## config.mk

```make
export PLATFORM = sky130hd
export DESIGN_NAME = pls_dac_formatter
export DESIGN_NICKNAME = d
export VERILOG_FILES = /design/src/rtl/pls_dac_formatter.sv
export SDC_FILE = /design/constraint.sdc
export NUM_CORES = 1
export LEC_CHECK = 0
export ABC_AREA = 0
export BUFFER_PORTS_ARGS = -buffer_cell sky130_fd_sc_hd__buf_2
export CAP_MARGIN = 20
export CORE_UTILIZATION = 45
export DETAILED_ROUTE_END_ITERATION = 16
export PLACE_DENSITY = 0.7
export REMOVE_ABC_BUFFERS = 1
export SYNTH_ARGS = -nofsm -noshare
export SYNTH_HDL_FRONTEND = slang
export SYNTH_SLANG_ARGS = --single-unit
```

## constraint.sdc

```tcl
create_clock -name aclk -period 4 [get_ports aclk]
set_input_delay 0 -clock aclk [delete_from_list [all_inputs] [get_ports aclk]]
set_output_delay 0 -clock aclk [all_outputs]
set_load 0.03 [all_outputs]
```

## src/rtl/pls_dac_formatter.sv

```systemverilog
// pls_dac_formatter
//   Takes the pulse generator's float32 sample stream and turns each sample
//   into a saturated fixed-point DAC code. Codes are buffered in a FIFO and
//   released to the DAC pins at a programmable, constant rate. This absorbs
//   the generator's variable latency. Underrun and saturation status are
//   also reported.
//
// Ports
//   aclk, areset        clock, synchronous active-high reset
//   s_axis_tdata/tvalid float32 input sample (AXI-Stream slave)
//   s_axis_tready       high while a credit is free (FIFO + pipeline < depth)
//   enable, rate_div    pacer run and output period in aclk cycles (0 acts as 1)
//   offset_binary       1 = offset-binary pin format, 0 = two's complement
//   clr_status          one-cycle clear of underrun and sat_count
//   dac_data            DAC code, registered raw code formatted combinationally
//   dac_strobe          one-cycle pulse when dac_data takes a new code
//   underrun            sticky, a pacer tick found the FIFO empty
//   sat_count           saturating count of clipped or NaN samples
//   fifo_level          number of codes currently held in the FIFO
module pls_dac_formatter #(
  parameter int DATA_SIZE  = 32,
  parameter int DAC_WIDTH  = 14,
  parameter int FIFO_DEPTH = 16,
  parameter int DIV_WIDTH  = 16
) (
  input  logic                          aclk,
  input  logic                          areset,
  input  logic [DATA_SIZE-1:0]          s_axis_tdata,
  input  logic                          s_axis_tvalid,
  output logic                          s_axis_tready,
  input  logic                          enable,
  input  logic [DIV_WIDTH-1:0]          rate_div,
  input  logic                          offset_binary,
  input  logic                          clr_status,
  output logic [DAC_WIDTH-1:0]          dac_data,
  output logic                          dac_strobe,
  output logic                          underrun,
  output logic [15:0]                   sat_count,
  output logic [$clog2(FIFO_DEPTH):0]   fifo_level
);

  localparam int W  = DAC_WIDTH;
  localparam int AW = $clog2(FIFO_DEPTH);

  // Biased exponents below MIN_EXP scale to less than one LSB.
  localparam logic [7:0]    MIN_EXP    = 8'(128 - W);
  // Right shift of {1,mantissa} is SHIFT_BASE - biased exponent.
  localparam logic [8:0]    SHIFT_BASE = 9'(151 - W);
  localparam logic [W-1:0]  CODE_MAX   = {1'b0, {(W-1){1'b1}}};
  localparam logic [W-1:0]  CODE_MIN   = {1'b1, {(W-1){1'b0}}};
  localparam logic [AW:0]   DEPTH_L    = (AW+1)'(FIFO_DEPTH);

  typedef enum logic [2:0] {
    CLS_ZERO,
    CLS_NORM,
    CLS_CLAMP,
    CLS_NEG_ONE,
    CLS_NAN
  } cls_t;

  logic               accept;
  logic               in_sign;
  logic [7:0]         in_exp;
  logic [22:0]        in_mant;
  cls_t               in_cls;
  logic [4:0]         in_shift;

  logic               s1_valid;
  logic               s1_sign;
  cls_t               s1_cls;
  logic [4:0]         s1_shift;
  logic [22:0]        s1_mant;

  logic [W-1:0]       s2_mag;
  logic [W-1:0]       s2_code;
  logic               s2_sat;
  logic               sat_event;

  logic [W-1:0]       mem [FIFO_DEPTH];
  logic [AW-1:0]      wr_ptr;
  logic [AW-1:0]      rd_ptr;
  logic [AW:0]        count;
  logic               push;
  logic               pop;
  logic               fifo_empty;

  logic [DIV_WIDTH-1:0] pace_cnt;
  logic [DIV_WIDTH-1:0] div_last;
  logic               tick;

  logic [W-1:0]       raw;

  assign in_sign = s_axis_tdata[31];
  assign in_exp  = s_axis_tdata[30:23];
  assign in_mant = s_axis_tdata[22:0];

  // A credit is held by every stored code and by a sample sitting in S1, so
  // a sample is never accepted without a FIFO slot reserved for it.
  assign s_axis_tready = !areset && ((count + (AW+1)'(s1_valid)) < DEPTH_L);
  assign accept        = s_axis_tvalid && s_axis_tready;

  // S1 classification: Inf/NaN, |x| >= 1 (with exactly -1.0 as the one
  // in-range case), too small or denormal, or a normal value to be shifted.
  always_comb begin
    in_cls   = CLS_NORM;
    in_shift = 5'(SHIFT_BASE - {1'b0, in_exp});
    if (in_exp == 8'hFF) begin
      in_cls = (in_mant != '0) ? CLS_NAN : CLS_CLAMP;
    end else if (in_exp >= 8'd127) begin
      in_cls = (in_sign && in_exp == 8'd127 && in_mant == '0) ? CLS_NEG_ONE : CLS_CLAMP;
    end else if (in_exp == 8'd0 || in_exp < MIN_EXP) begin
      in_cls = CLS_ZERO;
    end
  end

  // S1 register: holds the unpacked, classified sample for one cycle.
  always_ff @(posedge aclk) begin
    if (areset) begin
      s1_valid <= 1'b0;
      s1_sign  <= 1'b0;
      s1_cls   <= CLS_ZERO;
      s1_shift <= '0;
      s1_mant  <= '0;
    end else begin
      s1_valid <= accept;
      if (accept) begin
        s1_sign  <= in_sign;
        s1_cls   <= in_cls;
        s1_shift <= in_shift;
        s1_mant  <= in_mant;
      end
    end
  end

  // S2: shift, apply the sign, and clamp. The result goes straight into the FIFO.
  always_comb begin
    s2_mag  = W'({1'b1, s1_mant} >> s1_shift);
    s2_code = '0;
    s2_sat  = 1'b0;
    case (s1_cls)
      CLS_NORM:    s2_code = s1_sign ? -s2_mag : s2_mag;
      CLS_CLAMP: begin
        s2_code = s1_sign ? CODE_MIN : CODE_MAX;
        s2_sat  = 1'b1;
      end
      CLS_NEG_ONE: s2_code = CODE_MIN;
      CLS_NAN:     s2_sat  = 1'b1;
      default:     s2_code = '0;
    endcase
  end

  assign sat_event  = s1_valid && s2_sat;
  assign push       = s1_valid;
  assign fifo_empty = (count == '0);
  assign pop        = tick && !fifo_empty;
  assign fifo_level = count;

  // FIFO storage. It has no reset because the pointers define what is valid.
  always_ff @(posedge aclk) begin
    if (push) begin
      mem[wr_ptr] <= s2_code;
    end
  end

  // FIFO pointers wrap naturally; the level counter tells full from empty.
  always_ff @(posedge aclk) begin
    if (areset) begin
      wr_ptr <= '0;
      rd_ptr <= '0;
      count  <= '0;
    end else begin
      if (push) begin
        wr_ptr <= wr_ptr + AW'(1);
      end
      if (pop) begin
        rd_ptr <= rd_ptr + AW'(1);
      end
      case ({push, pop})
        2'b10:   count <= count + (AW+1)'(1);
        2'b01:   count <= count - (AW+1)'(1);
        default: count <= count;
      endcase
    end
  end

  // The pacer compares against the live rate_div, so a new period applies at
  // the next compare. A counter already past the new limit ticks at once.
  assign div_last = (rate_div == '0) ? '0 : rate_div - DIV_WIDTH'(1);
  assign tick     = enable && (pace_cnt >= div_last);

  always_ff @(posedge aclk) begin
    if (areset || !enable) begin
      pace_cnt <= '0;
    end else if (tick) begin
      pace_cnt <= '0;
    end else begin
      pace_cnt <= pace_cnt + DIV_WIDTH'(1);
    end
  end

  // Output stage. On a tick the FIFO head goes to the raw register. A tick
  // that finds the FIFO empty sets the sticky underrun flag instead. A set
  // event in the same cycle as clr_status takes priority over the clear.
  always_ff @(posedge aclk) begin
    if (areset) begin
      raw        <= '0;
      dac_strobe <= 1'b0;
      underrun   <= 1'b0;
    end else begin
      dac_strobe <= pop;
      if (pop) begin
        raw <= mem[rd_ptr];
      end
      underrun <= (underrun && !clr_status) || (tick && fifo_empty);
    end
  end

  // The saturation counter sticks at all-ones. A clear that coincides with
  // a new event leaves a count of one.
  always_ff @(posedge aclk) begin
    if (areset) begin
      sat_count <= '0;
    end else if (clr_status) begin
      sat_count <= sat_event ? 16'd1 : 16'd0;
    end else if (sat_event && sat_count != 16'hFFFF) begin
      sat_count <= sat_count + 16'd1;
    end
  end

  assign dac_data = offset_binary ? {~raw[W-1], raw[W-2:0]} : raw;

endmodule

```

==> flow_summary.html <==
<table>
<tr><th>Metric</th><th>Value</th></tr>
<tr><th colspan="2">STA</th></tr>
<tr><td>Finish-stage setup viols</td><td>0</td></tr>
<tr><td>Clock skew after layout</td><td>approximately 0.026 ns</td></tr>
<tr><td>Clock period minus worst slack</td><td>3.651 ns</td></tr>
<tr><td>Max Clk Rate</td><td>approximately 270 MHz</td></tr>
<tr><td>Worst-margin pin slew</td><td>between 1 and 1.5 ns</td></tr>
<tr><td>Slew HR</td><td>26.06%</td></tr>
<tr><td>Post-route clock period utilization</td><td>91.27%</td></tr>
<tr><td>Final hold vios</td><td>0</td></tr>
<tr><td>Unrepaired setup endpoints after global routing</td><td>no</td></tr>
<tr><td>Worst setup slack after layout</td><td>0.3492 ns</td></tr>
<tr><td>Number of slew-limit violations in the final report</td><td>0</td></tr>
<tr><th colspan="2">Clocking</th></tr>
<tr><td>Clock Latency Late Sink</td><td>between 0.5 and 0.6 ns</td></tr>
<tr><td>Clock tree sinks</td><td>about 320</td></tr>
<tr><td>Post-CTS Repair Setup Buffers</td><td>0</td></tr>
<tr><td>TritonCTS clock tree</td><td>built</td></tr>
<tr><td>Clock slew seen by the registers of the worst setup and hold paths</td><td>around 0.070 ns</td></tr>
<tr><td>Clock root buffer</td><td>sky130_fd_sc_hd__clkbuf_16</td></tr>
<tr><td>Total clock buffers created by CTS</td><td>31</td></tr>
<tr><td>H-tree Lvls</td><td>1</td></tr>
<tr><td>CTS Buffer Depth</td><td>3</td></tr>
<tr><th colspan="2">Floorplanning</th></tr>
<tr><td>Die height</td><td>184.6 um</td></tr>
<tr><td>Site row count</td><td>66</td></tr>
<tr><td>DIE AREA</td><td>between 0.03 and 0.04 mm2</td></tr>
<tr><td>Top-level port count</td><td>92</td></tr>
<tr><td>Die width</td><td>about 180 um</td></tr>
<tr><td>Total core area</td><td>around 0.033 mm2</td></tr>
<tr><td>Starting utilization of the core area</td><td>between 40% and 50%</td></tr>
<tr><th colspan="2">Synthesis</th></tr>
<tr><td>Post-synthesis instance area</td><td>~0.015 mm2</td></tr>
<tr><td>Number of distinct library cells after synthesis</td><td>73</td></tr>
<tr><td>Top FF cell, synth</td><td>sky130_fd_sc_hd__edfxtp_1</td></tr>
<tr><td>Sequential cell area fraction in the yosys report</td><td>between 50 and 60%</td></tr>
<tr><td>Cells after Synth</td><td>about 1100</td></tr>
<tr><td>Top cell type's share of synthesized area</td><td>44.84%</td></tr>
<tr><td>Synth Area per Inst</td><td>between 10 and 15 um2</td></tr>
<tr><td>Most used standard cells in the synthesized netlist</td><td>sky130_fd_sc_hd__edfxtp_1 (224), sky130_fd_sc_hd__nor2_1 (111), sky130_fd_sc_hd__dfxtp_1 (94)</td></tr>
<tr><td>Cell accounting for the most synthesized area</td><td>sky130_fd_sc_hd__edfxtp_1</td></tr>
<tr><td>Synth top area cells</td><td>sky130_fd_sc_hd__edfxtp_1 (45%), sky130_fd_sc_hd__mux4_2 (14%), sky130_fd_sc_hd__dfxtp_1 (13%)</td></tr>
<tr><td>Most common cell in the netlist</td><td>sky130_fd_sc_hd__edfxtp_1</td></tr>
<tr><td>Register bit total from synthesis</td><td>roughly 320</td></tr>
<tr><td>Share of flip-flops with an asynchronous set or reset after synthesis</td><td>0%</td></tr>
<tr><td>Synthesis warning total</td><td>0</td></tr>
<tr><td>Post-synth EDFFs</td><td>approximately 220</td></tr>
<tr><th colspan="2">Run status</th></tr>
<tr><td>Status</td><td>finished clean</td></tr>
<tr><th colspan="2">Hold path</th></tr>
<tr><td>Worst Hold Class</td><td>input port to register</td></tr>
<tr><th colspan="2">Pwr</th></tr>
<tr><td>Reported net switching power</td><td>roughly 1600 uW</td></tr>
<tr><td>Static leakage</td><td>roughly 0.0062 uW</td></tr>
<tr><td>Fraction of power consumed by the clock network</td><td>between 40% and 50%</td></tr>
<tr><td>VDD IR max</td><td>~0.27 mV</td></tr>
<tr><td>Power density over the cells</td><td>410.6 mW/mm2</td></tr>
<tr><td>Net switching fraction of the power</td><td>roughly 22%</td></tr>
<tr><td>Internal cell power</td><td>approximately 5600 uW</td></tr>
<tr><td>Reg power frac</td><td>roughly half</td></tr>
<tr><td>Power consumption</td><td>7196 uW</td></tr>
<tr><td>Gate power share</td><td>7.4%</td></tr>
<tr><th colspan="2">Placement</th></tr>
<tr><td>Placement Setup Slack</td><td>-0.1922 ns</td></tr>
<tr><td>Routability cong.</td><td>roughly 0.86</td></tr>
<tr><td>Detailed-placement wirelength estimate</td><td>roughly 21000 um</td></tr>
<tr><td>Port buffer count</td><td>91</td></tr>
<tr><th colspan="2">Cells and area</th></tr>
<tr><td>Share of post-route cells with drive strength above 1</td><td>approximately a quarter</td></tr>
<tr><td>ANT cells</td><td>0</td></tr>
<tr><td>Final #Nets</td><td>about 1300</td></tr>
<tr><td>Signed area change from the synthesized netlist to the final layout</td><td>16.83%</td></tr>
<tr><td>Fillers</td><td>~2700</td></tr>
<tr><th colspan="2">Worst setup path</th></tr>
<tr><td>Crit path top cell by count</td><td>sky130_fd_sc_hd__o21ai_1</td></tr>
<tr><td>Critical-path cell list</td><td>mux4_2 &gt; mux2_2 &gt; a221oi_2 &gt; buf_4 &gt; nand4_1 &gt; o21ai_1 &gt; xnor2_1 &gt; o21ai_1</td></tr>
<tr><td>Reg-to-reg slack, setup</td><td>0.35 ns</td></tr>
<tr><td>Arrival time of the worst setup path</td><td>~3.9 ns</td></tr>
<tr><td>Highest net fanout along the worst path</td><td>16</td></tr>
<tr><td>Critical path launch point type</td><td>register</td></tr>
<tr><td>CP required</td><td>4.23 ns</td></tr>
<tr><td>Setup crit end kind</td><td>register</td></tr>
<tr><td>Category of the most critical setup path</td><td>register to register</td></tr>
<tr><td>Slowest stage delay, CP</td><td>0.86 ns</td></tr>
<tr><td>Slowest stage cell, crit path</td><td>sky130_fd_sc_hd__o21ai_1</td></tr>
<tr><th colspan="2">Global route</th></tr>
<tr><td>Number of global-route vias before repair</td><td>roughly 9400</td></tr>
<tr><td>Global router's overall resource usage</td><td>between 20% and 30%</td></tr>
<tr><td>Total overflow reported by the global router</td><td>0</td></tr>
<tr><td>Maximum number of pins on one net before global-route repair</td><td>between 60 and 70</td></tr>
<tr><td>Initial antenna violation count</td><td>0</td></tr>
<tr><td>Global-route wire length before repair</td><td>between 50000 and 60000 um</td></tr>
<tr><th colspan="2">Drt</th></tr>
<tr><td>Detail Route Antenna Nets</td><td>0</td></tr>
<tr><td>Drt first-iter violations</td><td>700</td></tr>
<tr><td>Routed len/inst</td><td>around 20 um</td></tr>
<tr><td>Routed WL</td><td>approximately 34000 um</td></tr>
<tr><td>First-pass iteration count of the detailed router</td><td>5</td></tr>
<tr><td>Total vias in the final route</td><td>between 9000 and 10000</td></tr>
<tr><td>DR vias/cell</td><td>about 5.6</td></tr>
<tr><td>Count of unresolved DRC violations after routing</td><td>0</td></tr>
<tr><th colspan="2">Job</th></tr>
<tr><td>Max_cap viols</td><td>0</td></tr>
</table>
power groups by stage:
stage          registers (uW)  clock network [uW]  logic, uW
6_report                 3590                3080        529
3_5_place_dp             3660                   0        490
3_3_place_gp             3660                   0        483
4_1_cts                  3590                3120        523
5_1_grt                  3590                3250        578
2_1_floorplan            3660                   0        292
cells in the final DEF, fill, tap and decap left out, types with 3 or more instances in the layout:
| cell | instances |
|---|---|
| sky130_fd_sc_hd__dfxtp_1 | 91 |
| sky130_fd_sc_hd__clkbuf_16 | 32 |
| sky130_fd_sc_hd__nor2b_1 | 5 |
| sky130_fd_sc_hd__nor2_1 | 111 |
| sky130_fd_sc_hd__nand2b_1 | 8 |
| sky130_fd_sc_hd__clkinv_2 | 4 |
| sky130_fd_sc_hd__o21ai_1 | 17 |
| sky130_fd_sc_hd__mux2_2 | 3 |
| sky130_fd_sc_hd__buf_2 | 91 |
| sky130_fd_sc_hd__edfxtp_1 | 224 |
| sky130_fd_sc_hd__nor3_1 | 16 |
| sky130_fd_sc_hd__nand3_1 | 42 |
| sky130_fd_sc_hd__nand2_1 | 53 |
| sky130_fd_sc_hd__dlygate4sd3_1 | 39 |
| sky130_fd_sc_hd__or3_1 | 5 |
| sky130_fd_sc_hd__a21o_1 | 10 |
| sky130_fd_sc_hd__xor2_1 | 39 |
| sky130_fd_sc_hd__bufinv_16 | 5 |
| sky130_fd_sc_hd__nand4_1 | 17 |
| sky130_fd_sc_hd__o31ai_1 | 3 |
| sky130_fd_sc_hd__and2_1 | 20 |
| sky130_fd_sc_hd__o21ai_0 | 24 |
| sky130_fd_sc_hd__mux4_2 | 91 |
| sky130_fd_sc_hd__ha_1 | 31 |
| sky130_fd_sc_hd__xnor2_1 | 21 |
| sky130_fd_sc_hd__inv_1 | 25 |
| sky130_fd_sc_hd__buf_4 | 53 |
| sky130_fd_sc_hd__a21oi_1 | 39 |
| sky130_fd_sc_hd__a211oi_1 | 6 |
| sky130_fd_sc_hd__nor4_1 | 7 |
| sky130_fd_sc_hd__nand3b_1 | 3 |
| sky130_fd_sc_hd__and3_1 | 8 |
| sky130_fd_sc_hd__o211ai_1 | 5 |
| sky130_fd_sc_hd__mux2i_1 | 48 |
| sky130_fd_sc_hd__or2_2 | 3 |
| sky130_fd_sc_hd__clkbuf_1 | 8 |
stage by stage:
stage          cell area [um2]  hold slack [ns]  setup TNS [ns]  utilization, %  std cells
2_1_floorplan            14620          0.06907          -3.128               -       1027
3_3_place_gp             16010           0.2160         -0.1275           48.95       1609
3_5_place_dp             16010           0.2136         -0.2355           48.95       1609
4_1_cts                  17480          0.03244               0           53.45       1706
5_1_grt                  17530          0.07039               0           53.59       1710
6_report                 17530          0.04991               0           53.59       1710
cell families (layout without fill, tap and decap cells):
logic type	Yosys count	in the layout	share of synthesized area [%]
compound gates	137	137	5.964
xor+xnor	60	60	3.503
fa+ha+maj	32	32	2.719
buf+inv	103	266	3.195
flops	318	318	57.39
mux	144	144	17.24
simple gates	311	311	9.993
per-layer routing:
metal	part of all wire, %	vias to the layer above	wire length (um)	track usage [%]
met5	0	-	0	0
met4	1.9	0	655	5.600
met3	5.0	47	1679	3.082
met2	50	264	16770	34.28
met1	43	4754	14620	26.82
li1	-	4473	-	-
flip-flops by register name, summed over array words and instances (netlist names):
signal	flops
pace_cnt	16
sat_count	16
underrun	1
s1_sign	1
rd_ptr	4
wr_ptr	4
s1_cls	3
dac_strobe	1
s1_shift	5
mem	224
fifo_level	5
push	1
raw	14
s1_mant	23
worst max-delay path, delay by kind of cell, from the launching register on:
kind	cells	cell delay (ns)
DFF	1	0.55
xor gates and xnor gates	1	0.09
and+or+nand+nor	1	0.16
buffers and inverters	1	0.18
AOI/OAI and AO/OA	3	1.42
muxes	2	0.90
layout make-up:
class                      count  area [um2]  area share (%)
timing repair buffer         183        1244           7.096
inverter                      25       93.84          0.5354
sequential                   318        8617           49.17
clock inverter                18       250.2           1.428
clock buffer                  40       830.8           4.740
multi-input combinational    684        5937           33.88
tap                          442       553.0           3.156
path summary, 6_finish.rpt:
path / from / end / cells past startpoint
max reg2reg: s1_shift[1] / mem[0][9] / 8
min reg2reg: underrun / underrun / 2
max: s1_shift[1] / mem[0][9] / 8
min: areset / push / 3
what timing repair did:
item	CTS	global route
endpoints found under the hold margin	66	0
endpoints found under the setup margin	0	17
gates resized for setup	0	3
hold buffers	39	0
No activity file was read; power rests on OpenSTA's default activity.
